**src/rtl/simd_pkg.sv**
```systemverilog
// ============================================================================
// Module : simd_pkg
// Brief  : Shared defaults, lane type and FSM states for simd_accumulator.
// Rev    : 1.0  initial release
// ============================================================================
`default_nettype none

package simd_pkg;

  localparam int c_LANES = 2;
  localparam int c_DW    = 32;
  localparam int c_CW    = 8;

  typedef logic signed [c_DW-1:0] lane_t;

  typedef enum logic [1:0] {
    ST_IDLE  = 2'd0,
    ST_ACCUM = 2'd1,
    ST_DONE  = 2'd2
  } state_t;

endpackage

`default_nettype wire

```
**src/rtl/simd_sat_add.sv**
```systemverilog
// ============================================================================
// Module : simd_sat_add
// Brief  : One-lane signed adder; clamps and flags overflow when
//          SIMD_ACC_SAT_EN is defined, otherwise wraps with ovf tied low.
// Rev    : 1.0  initial release
// ============================================================================
`default_nettype none

module simd_sat_add import simd_pkg::*; #(
  parameter int DW = c_DW
) (
  input  logic [DW-1:0] a,
  input  logic [DW-1:0] b,
  output logic [DW-1:0] sum,
  output logic          ovf
);

  logic [DW-1:0] w_raw;
  assign w_raw = a + b;

`ifdef SIMD_ACC_SAT_EN
  logic w_ovf;
  // Signed overflow: operands agree in sign but the result does not.
  assign w_ovf = (a[DW-1] == b[DW-1]) && (w_raw[DW-1] != a[DW-1]);
  assign ovf   = w_ovf;
  assign sum   = !w_ovf  ? w_raw :
                 a[DW-1] ? {1'b1, {(DW-1){1'b0}}} :
                           {1'b0, {(DW-1){1'b1}}};
`else
  assign ovf = 1'b0;
  assign sum = w_raw;
`endif

endmodule

`default_nettype wire

```
**src/rtl/simd_accumulator.sv**
```systemverilog
// ============================================================================
// Module : simd_accumulator
// Brief  : LANES-wide signed accumulator over LEN beats with a DONE
//          handshake. Saturation enabled by macro SIMD_ACC_SAT_EN.
// Rev    : 1.0  initial release
// ============================================================================
`default_nettype none

module simd_accumulator import simd_pkg::*; #(
  parameter int LANES = c_LANES,
  parameter int DW    = c_DW,
  parameter int CW    = c_CW
) (
  input  logic                CLK,
  input  logic                RST,
  input  logic                START,
  input  logic [CW-1:0]       LEN,
  input  logic [LANES*DW-1:0] IN_DATA,
  input  logic                IN_VALID,
  output logic                IN_READY,
  output logic [LANES*DW-1:0] ACC_OUT,
  output logic                OUT_VALID,
  input  logic                OUT_READY,
  output logic                BUSY,
  output logic [LANES-1:0]    OVF
);

  state_t              r_state;
  logic [CW-1:0]       r_cnt;
  logic [LANES*DW-1:0] r_acc;
  logic [LANES-1:0]    r_ovf;
  logic                r_in_ready;
  logic                r_out_valid;
  logic                r_busy;

  logic [LANES*DW-1:0] w_sum;
  logic [LANES-1:0]    w_ovf;
  logic                w_beat;

  for (genvar i = 0; i < LANES; i++) begin : g_lane
    simd_sat_add #(.DW(DW)) u_add (
      .a   (r_acc[i*DW +: DW]),
      .b   (IN_DATA[i*DW +: DW]),
      .sum (w_sum[i*DW +: DW]),
      .ovf (w_ovf[i])
    );
  end

  assign w_beat = IN_VALID && r_in_ready;

  always_ff @(posedge CLK) begin
    if (RST) begin
      r_state     <= ST_IDLE;
      r_cnt       <= '0;
      r_acc       <= '0;
      r_ovf       <= '0;
      r_in_ready  <= 1'b0;
      r_out_valid <= 1'b0;
      r_busy      <= 1'b0;
    end else begin
      case (r_state)
        ST_IDLE: begin
          if (START) begin
            r_acc  <= '0;
            r_ovf  <= '0;
            r_cnt  <= LEN;
            r_busy <= 1'b1;
            if (LEN == '0) begin
              r_state     <= ST_DONE;
              r_out_valid <= 1'b1;
            end else begin
              r_state    <= ST_ACCUM;
              r_in_ready <= 1'b1;
            end
          end
        end
        ST_ACCUM: begin
          if (w_beat) begin
            r_acc <= w_sum;
            r_ovf <= r_ovf | w_ovf;
            r_cnt <= r_cnt - CW'(1);
            // The count==1 beat is the last one included in the result.
            if (r_cnt == CW'(1)) begin
              r_state     <= ST_DONE;
              r_in_ready  <= 1'b0;
              r_out_valid <= 1'b1;
            end
          end
        end
        ST_DONE: begin
          if (OUT_READY) begin
            r_state     <= ST_IDLE;
            r_out_valid <= 1'b0;
            r_busy      <= 1'b0;
          end
        end
        default: begin
          r_state     <= ST_IDLE;
          r_in_ready  <= 1'b0;
          r_out_valid <= 1'b0;
          r_busy      <= 1'b0;
        end
      endcase
    end
  end

  assign IN_READY  = r_in_ready;
  assign OUT_VALID = r_out_valid;
  assign BUSY      = r_busy;
  assign ACC_OUT   = r_acc;
  assign OVF       = r_ovf;

endmodule

`default_nettype wire

```
**config.mk**
```make
export PLATFORM = sky130hd
export DESIGN_NAME = simd_accumulator
export DESIGN_NICKNAME = d
export VERILOG_FILES = /design/src/rtl/simd_pkg.sv /design/src/rtl/simd_sat_add.sv /design/src/rtl/simd_accumulator.sv
export SDC_FILE = /design/constraint.sdc
export NUM_CORES = 1
export LEC_CHECK = 0
export CORE_ASPECT_RATIO = 0.7
export CORE_MARGIN = 3
export CORE_UTILIZATION = 50
export CTS_BUF_LIST = sky130_fd_sc_hd__clkbuf_4 sky130_fd_sc_hd__clkbuf_8 sky130_fd_sc_hd__clkbuf_16
export CTS_CLUSTER_DIAMETER = 60
export DETAILED_ROUTE_END_ITERATION = 8
export PLACE_DENSITY = 0.8
export SETUP_SLACK_MARGIN = 0.02
export SLEW_MARGIN = 40
export SYNTH_ARGS = -nofsm -noshare
export SYNTH_HDL_FRONTEND = slang
export SYNTH_SLANG_ARGS = --single-unit
```
**constraint.sdc**
```tcl
create_clock -name CLK -period 3 [get_ports CLK]
set_input_delay 0.45 -clock CLK [delete_from_list [all_inputs] [get_ports CLK]]
set_output_delay 0.45 -clock CLK [all_outputs]
set_load 0.05 [all_outputs]
```
==> results of run 1 <==
area by class of cell:
class | count | area [sq um]
timing repair buffer | 224 | 2060
multi-input combinational | 647 | 4510
clock inverter | 1 | 30.0
inverter | 23 | 86.3
tap | 157 | 196
clock buffer | 14 | 275
sequential | 77 | 1540
fill | 885 | 3230
state kept, by name (all words and copies together), names as in the netlist:
name / flops
ACC_OUT: 64
r_cnt: 8
r_state: 2
BUSY: 1
IN_READY: 1
OUT_VALID: 1
stage by stage:
| step | setup slack, ps | hold slack, ps |
|---|---|---|
| 2_1_floorplan | 33.2 | 460 |
| 3_3_place_gp | -281 | 460 |
| 3_5_place_dp | -411 | 473 |
| 4_1_cts | 74.2 | 481 |
| 5_1_grt | -27.7 | 500 |
| 6_report | 95.4 | 479 |
per-layer routing:
| layer | up-vias | part of all wire | routed length, um | global-route usage |
|---|---|---|---|---|
| met4 | 0 | 0.012 | 228 | 0.0632 |
| met5 | - | 0 | 0 | 0 |
| met2 | 293 | 0.46 | 8920 | 0.447 |
| li1 | 3259 | - | - | - |
| met1 | 3210 | 0.47 | 9130 | 0.372 |
| met3 | 31 | 0.066 | 1290 | 0.0452 |
worst max-delay path, stage by stage:
cell,delay [ps]
clkdlybuf4s50_1,400
ha_2,200
inv_2,60
fa_2,230
nor2b_4,50
o31ai_4,250
a21o_1,170
nand3_2,110
a2111oi_4,490
o21ai_4,110
a221oi_4,330
xor2_1,180
o21ai_1,70
cells in the mapped netlist, types with 7 or more instances:
master    number
nor2_1        87
dfxtp_1       77
nand2_1       67
ha_1          64
a21oi_1       63
o21ai_0       48
a21o_1        33
xnor2_1       30
a22oi_1       29
clkbuf_1      26
inv_1         23
nand3_1       21
nor3_1        16
xor2_1        16
o21a_1        11
nor3b_1       10
nand2b_1       9
nor2b_1        9
a31oi_1        8
o211ai_1       8
o21bai_1       8
buf_2          7
nand4_1        7
or3_1          7
kinds of logic (layout without fill, tap and decap cells):
logic type | count (synthesis) | count (layout) | share of synthesized area
AO/OA/AOI/OAI | 266 | 266 | 0.302
XOR/XNOR | 46 | 46 | 0.0647
adder cells (fa/ha/maj) | 66 | 66 | 0.135
buffers and inverters | 62 | 262 | 0.0418
flip-flops | 77 | 77 | 0.248
multiplexers | 5 | 5 | 0.00804
other | 1 | 2 | 0.000603
AND/OR/NAND/NOR | 262 | 262 | 0.199
what timing repair did:
item,4_1_cts,5_1_grt
gates cloned,0,0
hold buffers,0,0
buffers inserted,9,5
pin swaps,9,17
resized for setup,4,15
setup endpoints to repair,3,10
power breakdown:
group          switching (mW)  leakage, nW  internal, mW
Combinational           0.544         3.02         0.413
Sequential             0.0542        0.624          1.07
Clock                   0.425        0.153         0.714
Total                    1.02         3.79          2.20
worst min-delay path by stage:
stage,to,start,slack [ps],cells past startpoint
2_1_floorplan,r_cnt[6],r_cnt[6],460,2
3_3_place_gp,ACC_OUT[60],ACC_OUT[60],460,2
3_5_place_dp,ACC_OUT[27],ACC_OUT[27],470,2
4_1_cts,ACC_OUT[27],ACC_OUT[27],480,2
5_1_grt,ACC_OUT[27],ACC_OUT[27],500,2
6_report,ACC_OUT[27],ACC_OUT[27],480,2
==> flow_summary.toml, run 1 <==
[layout]
final_core_util = 0.729
drive_gt1_frac = 0.141
final_common_cell = "clkdlybuf4s50_1"
design_area_sq_um = 8700
final_cell_mix = "clkdlybuf4s50_1 (141), nor2_1 (85), buf_4 (79)"
diodes = 0
fin_nets = 1125
syn_to_final_growth_pct = 39.8
instances_no_fill = 1143

[sta]
hold_viol = 0
maxSlewHeadroom = 0.486
slew_violations = 0
worst_slew_pin_slew_ps = 771
fin_crit_ps = 2900
setup_violations = 0
period_share = 0.968
skew_ps = 4.60
tns_ps = 0
rsz0062_at_grt = "yes"
max_freq_mhz = 344

[clock_tree]
h-tree-depth = 3
clock_sinks = 77
clk_pin_slew_ps = 60
numCtsBuffers = 9
cts.path.max_buffers = 2
cts_tree = "yes"
root_buffer = "clkbuf_16"
clock_latency_ps = 340

[die]
dieArea_sq_um = 13800
initial_utilization = 0.521
die_w_um = 139
fp-row-count = 33
fp.dieH_um = 99.3
coreArea_sq_um = 11900
io_pins = 146

[synthesis]
seq_area_frac_synth = 0.248
synth-seq-cells = 77
synth.avg_cell_area_sq_um = 7.93
synthArstFlopShare = 0
ys_warn_count = 0
synth_edf_count = 0
yosysUniqueCellTypes = 74
synth_area_leaders = "dfxtp_1 (25%), ha_1 (13%), nor2_1 (5.2%)"
synth_top_area_frac = 0.248
netlist_area_sq_um = 6220
yosysTopAreaCell = "dfxtp_1"
syn_inst = 785
yosys_most_used_dff = "dfxtp_1"

[worst_setup_path]
crit_path_start = "IN_DATA[32]"
r2r-end = "ACC_OUT[26]"
arrival_ps = 3130
cp-end-kind = "register"
r2r_slack_ps = 220
rr_worst_depth = 13
cp-endpoint = "ACC_OUT[60]"
r2r_start = "ACC_OUT[0]"
critPathMaxFanout = 3
worst_ep_required_time_ps = 3220
critPathKind = "in2reg"
startpoint_type = "input pin"

[detailed_routing]
dr.pass1.iters = 5
wire_per_inst_um = 17.1
vias_per_cell = 5.94
postRouteAntennaNets = 0
vias = 6793
drt-initial-drc-count = 534
drcViolationCount = 0
wirelength_um = 19600

[global_routing]
grt_pass1_wl_um = 31300
grtUsageTotal = 0.270
grt_start_max_net_pins = 49
grt_pass1_vias = 6501
antenna_found_initial = 0
grt_remaining_overflow = 0

[placement]
dpl_cell_area_sq_um = 8220
gp_congestion = 0.867
hpwl_um = 14600
port-buffer-count = 143
dp.cells = 1114

[power]
irDropWorstVdd_v = 0.000316
leakagePower_nw = 3.79
total_power_mw = 3.22
powerDensity_nw_per_um2 = 371

[worst_hold_path]
holdCritPathClass = "reg2reg"

[run]
cap_violations = 0

[run_status]
outcome = "complete, no violations"
Note: power is estimated with default switching activity, not from simulation.
==> run 2: changes to the inputs <==
--- a/config.mk
+++ b/config.mk
@@ -8,9 +8,10 @@
 export CORE_ASPECT_RATIO = 0.7
 export CORE_MARGIN = 3
-export CORE_UTILIZATION = 50
+export CORE_UTILIZATION = 51
 export CTS_BUF_LIST = sky130_fd_sc_hd__clkbuf_4 sky130_fd_sc_hd__clkbuf_8 sky130_fd_sc_hd__clkbuf_16
 export CTS_CLUSTER_DIAMETER = 60
 export DETAILED_ROUTE_END_ITERATION = 8
-export PLACE_DENSITY = 0.8
+export HOLD_SLACK_MARGIN = 0.15
+export PLACE_DENSITY = 0.81
 export SETUP_SLACK_MARGIN = 0.02
 export SLEW_MARGIN = 40
==> constraint.sdc (replaced) <==
create_clock -name CLK -period 3 [get_ports CLK]
set_input_delay 0.6 -clock CLK [delete_from_list [all_inputs] [get_ports CLK]]
set_output_delay 0.6 -clock CLK [all_outputs]
set_load 0.05 [all_outputs]
==> run 2 against run 1 <==
Compared with the run above: via count rose by 0.66%; worst setup slack got worse by 21 ps; clock power is essentially flat; routed wire length fell by 1.8%; non-clock buffer count is 37 higher; combinational power is 4.4% higher; largest cell class unchanged; largest power group unchanged.
==> flow_summary.toml, run 2 (synthesis gave the netlist of run 1 again) <==
[run_status]
outcome = "complete, no violations"

[worst_setup_path]
critical_path.slowest_cell = "clkdlybuf4s50_1"
critPathMaxFanout = 3
critPathKind = "in2reg"
worstPathCellList = "clkdlybuf4s50_1 > ha_1 > a21o_1 > a21oi_2 > o211ai_2 > a221oi_4 > o211ai_2 > a21oi_2 > nand2_1 > or4_4 > a41oi_2"
startpoint_type = "input pin"
cp-end-kind = "register"
worst_ep_required_time_ps = 3260
arrival_ps = 3190
worst_path_largest_cell_delay_ps = 430
r2r_slack_ps = 300

[placement]
dp.cells = 1155
hpwl_um = 14100
gp_congestion = 0.925
port-buffer-count = 143

[clock_tree]
ctsHoldBuffers = 0
root_buffer = "clkbuf_16"
cts_tree = "yes"
clock_sinks = 77
clock_latency_ps = 340
cts.path.max_buffers = 2
numCtsBuffers = 9
h-tree-depth = 3
clk_pin_slew_ps = 60

[die]
coreArea_sq_um = 11800
dieArea_sq_um = 13600
io_pins = 146
fp-row-count = 33
die_w_um = 138
initial_utilization = 0.527
fp.dieH_um = 98.4

[detailed_routing]
drcViolationCount = 0
drt-initial-drc-count = 484
vias_per_cell = 5.79
postRouteAntennaNets = 0
vias = 6838
wirelength_um = 19200
wire_per_inst_um = 16.3
dr.pass1.iters = 5

[power]
powerDensity_nw_per_um2 = 361
irDropWorstVdd_v = 0.000349
leakagePower_nw = 4.01
total_power_mw = 3.28

[global_routing]
grt_remaining_overflow = 0
antenna_found_initial = 0
grtUsageTotal = 0.272
grt_pass1_vias = 6419
grt_start_max_net_pins = 49
grt_pass1_wl_um = 31300

[worst_hold_path]
holdCritPathClass = "reg2reg"

[run]
cap_violations = 0

[sta]
worst_slew_pin_slew_ps = 723
max_freq_mhz = 342
slew_violations = 0
setup_violations = 0
fin_crit_ps = 2930
hold_viol = 0
skew_ps = 9.50
maxSlewHeadroom = 0.518
period_share = 0.975
rsz0062_at_grt = "yes"
tns_ps = 0

[layout]
largest_register_ffs = 64
seq_area_sq_um = 1540
instances_no_fill = 1181
syn_to_final_growth_pct = 46.1
n_fill_cell = 874
final_common_cell = "clkdlybuf4s50_1"
multi_input_area_sq_um = 4610
diodes = 0
fin_nets = 1162
drive_gt1_frac = 0.185
final_cell_mix = "clkdlybuf4s50_1 (135), buf_4 (116), nor2_1 (85)"
-- run 2: layout make-up --
class,instances,share of cell area
clock inverter,3,0.00468
clock buffer,13,0.0301
inverter,23,0.00950
multi-input combinational,647,0.507
timing repair buffer,261,0.258
sequential,77,0.170
tap,157,0.0216
-- run 2: power breakdown --
part           leakage [nW]  internal (mW)  switching [mW]
sequential            0.624           1.07          0.0534
combinational          3.23          0.444           0.555
clock                 0.155          0.721           0.435
total                  4.01           2.24            1.04
-- run 2: per-stage QoR --
stage          hold slack, ps  area (sq um)  setup slack [ps]  utilization
2_1_floorplan             460          6230              33.2            -
3_3_place_gp              454          8500              -426        0.720
3_5_place_dp              465          8520              -541        0.721
4_1_cts                   476          8940              23.5        0.757
5_1_grt                   501          9090             -15.2        0.770
6_report                  474          9090              74.6        0.770
-- run 2: layer usage --
| layer | vias to the layer above | global-route usage | wire length [um] |
|---|---|---|---|
| li1 | 3357 | - | - |
| met5 | - | 0 | 0 |
| met3 | 23 | 0.0563 | 1360 |
| met2 | 283 | 0.419 | 8510 |
| met4 | 0 | 0.0630 | 233 |
| met1 | 3175 | 0.394 | 9130 |
-- run 2: worst paths after layout --
| check | from | endpoint | cells past startpoint |
|---|---|---|---|
| min | ACC_OUT[58] | ACC_OUT[58] | 2 |
| min reg2reg | ACC_OUT[58] | ACC_OUT[58] | 2 |
| max reg2reg | ACC_OUT[0] | ACC_OUT[28] | 12 |
| max | IN_DATA[1] | ACC_OUT[31] | 11 |
-- run 2: repair_timing --
item | CTS | global route
resized for setup | 15 | 25
pin swaps | 22 | 16
setup endpoints to repair | 10 | 19
hold endpoints to repair | 0 | 0
cloned | 0 | 0
setup buffers | 7 | 3
-- run 2: critical path: cells and delay by family --
family                   cells  cell delay [ps]
adder cells (fa/ha/maj)      1              300
AO/OA/AOI/OAI                7             1340
AND/OR/NAND/NOR              2              510
buffers and inverters        1              430
==> run 3: changes to the inputs <==
Settings changed: SLEW_MARGIN 40 to 10.
==> run 3 against run 2 <==
Compared with the run above: worst setup slack better by 16 ps; sequential share of layout area is 0.20 points higher; largest power group is now registers; highest routed layer unchanged; utilization is 0.90 points lower.
==> flow_summary.toml, run 3 (synthesis gave the netlist of run 1 again) <==
[worst_setup_path]
r2r_start = "ACC_OUT[0]"
critPathKind = "in2reg"
arrival_ps = 3170
r2r_slack_ps = 300
startpoint_type = "input pin"
critPathMaxFanout = 3
rr_worst_depth = 12
r2r-end = "ACC_OUT[28]"
worst_ep_required_time_ps = 3270
cp-end-kind = "register"

[detailed_routing]
wire_per_inst_um = 16.0
postRouteAntennaNets = 0
vias = 6799
wirelength_um = 18900
vias_per_cell = 5.76
drcViolationCount = 0
drt-initial-drc-count = 585
dr.pass1.iters = 5

[sta]
slew_violations = 0
skew_ps = 6.45
tns_ps = 0
period_share = 0.970
hold_viol = 0
rsz0062_at_grt = "no"
fin_ws_ps = 90.6
fin_hold_ws_ps = 473
setup_violations = 0
maxSlewHeadroom = 0.243
worst_slew_pin_slew_ps = 1130
fin_crit_ps = 2910
max_freq_mhz = 344

[power]
irDropWorstVdd_v = 0.000272
power_switching_mw = 1.03
p_sw_frac = 0.328
internal_power_mw = 2.11
power.share.combinational = 0.314
power_frac_seq = 0.359
powerDensity_nw_per_um2 = 349
leakagePower_nw = 3.97
clkPwrFrac = 0.327

[placement]
dp.cells = 1154
hpwl_um = 14000
gp_congestion = 0.925
dp_slack_ps = -528
port-buffer-count = 143
dpl_cell_area_sq_um = 8500

[global_routing]
grt_pass1_vias = 6232
grtUsageTotal = 0.267
grt_pass1_wl_um = 30500
grt_start_max_net_pins = 49
grt_remaining_overflow = 0
antenna_found_initial = 0

[layout]
design_area_sq_um = 8980
instances_no_fill = 1180
drive_gt1_frac = 0.179
final_common_cell = "clkdlybuf4s50_1"
syn_to_final_growth_pct = 44.4
fin_nets = 1161
diodes = 0
final_cell_mix = "clkdlybuf4s50_1 (139), buf_4 (116), nor2_1 (85)"
largest_register_ffs = 64

[die]
initial_utilization = 0.527
fp-row-count = 33
coreArea_sq_um = 11800
fp.dieH_um = 98.4
io_pins = 146
die_w_um = 138
dieArea_sq_um = 13600

[clock_tree]
numCtsBuffers = 9
clk_pin_slew_ps = 60
cts_tree = "yes"
root_buffer = "clkbuf_16"
cts.path.max_buffers = 2
h-tree-depth = 3
clock_sinks = 77
clock_latency_ps = 340
ctsHoldBuffers = 0

[run]
cap_violations = 0

[worst_hold_path]
holdCritPathClass = "reg2reg"
hold_depth = 2
min_to = "ACC_OUT[58]"
worstHoldStart = "ACC_OUT[58]"

[run_status]
outcome = "complete, no violations"
-- run 3: cell types whose count changed in the layout (fill, tap and decap cells not counted), sizes merged --
cell,before,now
dlymetal6s2s,5,1
bufinv,1,0
clkinvlp,1,0
clkinv,1,4
buf,119,118
clkbuf,13,12
clkdlybuf4s50,135,139
-- run 3: final cells by class --
cell class	instances	area (sq um)
clock buffer	12	254
clock inverter	4	23.8
fill	889	2830
inverter	23	86.3
multi-input combinational	647	4560
sequential	77	1540
tap	157	196
timing repair buffer	260	2320
-- run 3: metrics by stage --
step | power, mW | utilization
2_1_floorplan | 1.71 | -
3_3_place_gp | 2.07 | 0.720
3_5_place_dp | 2.09 | 0.720
4_1_cts | 3.13 | 0.751
5_1_grt | 3.28 | 0.761
6_report | 3.14 | 0.761
-- run 3: timing repair --
item | CTS | global route
gates resized for setup | 12 | 18
endpoints found under the hold margin | 0 | 0
pin swaps | 22 | 21
setup endpoints to repair | 9 | 16
cloned | 0 | 0
buffers inserted | 7 | 3
-- run 3: worst max-delay path: stages --
cell             delay [ps]
clkdlybuf4s50_1         430
ha_1                    350
a21o_1                  170
a21o_1                  170
a21oi_1                 270
nand2b_1                160
o211ai_2                110
a21oi_2                 220
nand2_1                  90
or4_4                   420
a41oi_2                 170
-- run 3: worst max path at each step --
stage	from	end	slack (ps)	depth (start not counted)
after floorplan	ACC_OUT[0]	ACC_OUT[26]	30	12
after global placement	IN_DATA[0]	ACC_OUT[28]	-430	13
after detailed placement	IN_DATA[0]	ACC_OUT[28]	-530	13
after CTS	IN_DATA[34]	ACC_OUT[60]	30	11
after global routing	IN_DATA[12]	ACC_OUT[31]	10	11
final	IN_DATA[12]	ACC_OUT[31]	90	11
-- run 3: power by group through the flow --
stage | clock, mW | sequential (mW) | combinational [mW]
after global routing | 1.08 | 1.13 | 1.06
after floorplan | 0 | 1.24 | 0.473
final | 1.03 | 1.13 | 0.986
after CTS | 1.05 | 1.12 | 0.958
after detailed placement | 0 | 1.14 | 0.942
after global placement | 0 | 1.14 | 0.930
-- run 3: routing by layer --
layer	share of wire	routed length [um]	vias up	GRT usage
li1	-	-	3349	-
met1	0.48	9060	3149	0.393
met2	0.44	8260	279	0.410
met4	0.0091	171	0	0.0539
met3	0.072	1370	22	0.0509
met5	0	0	-	0
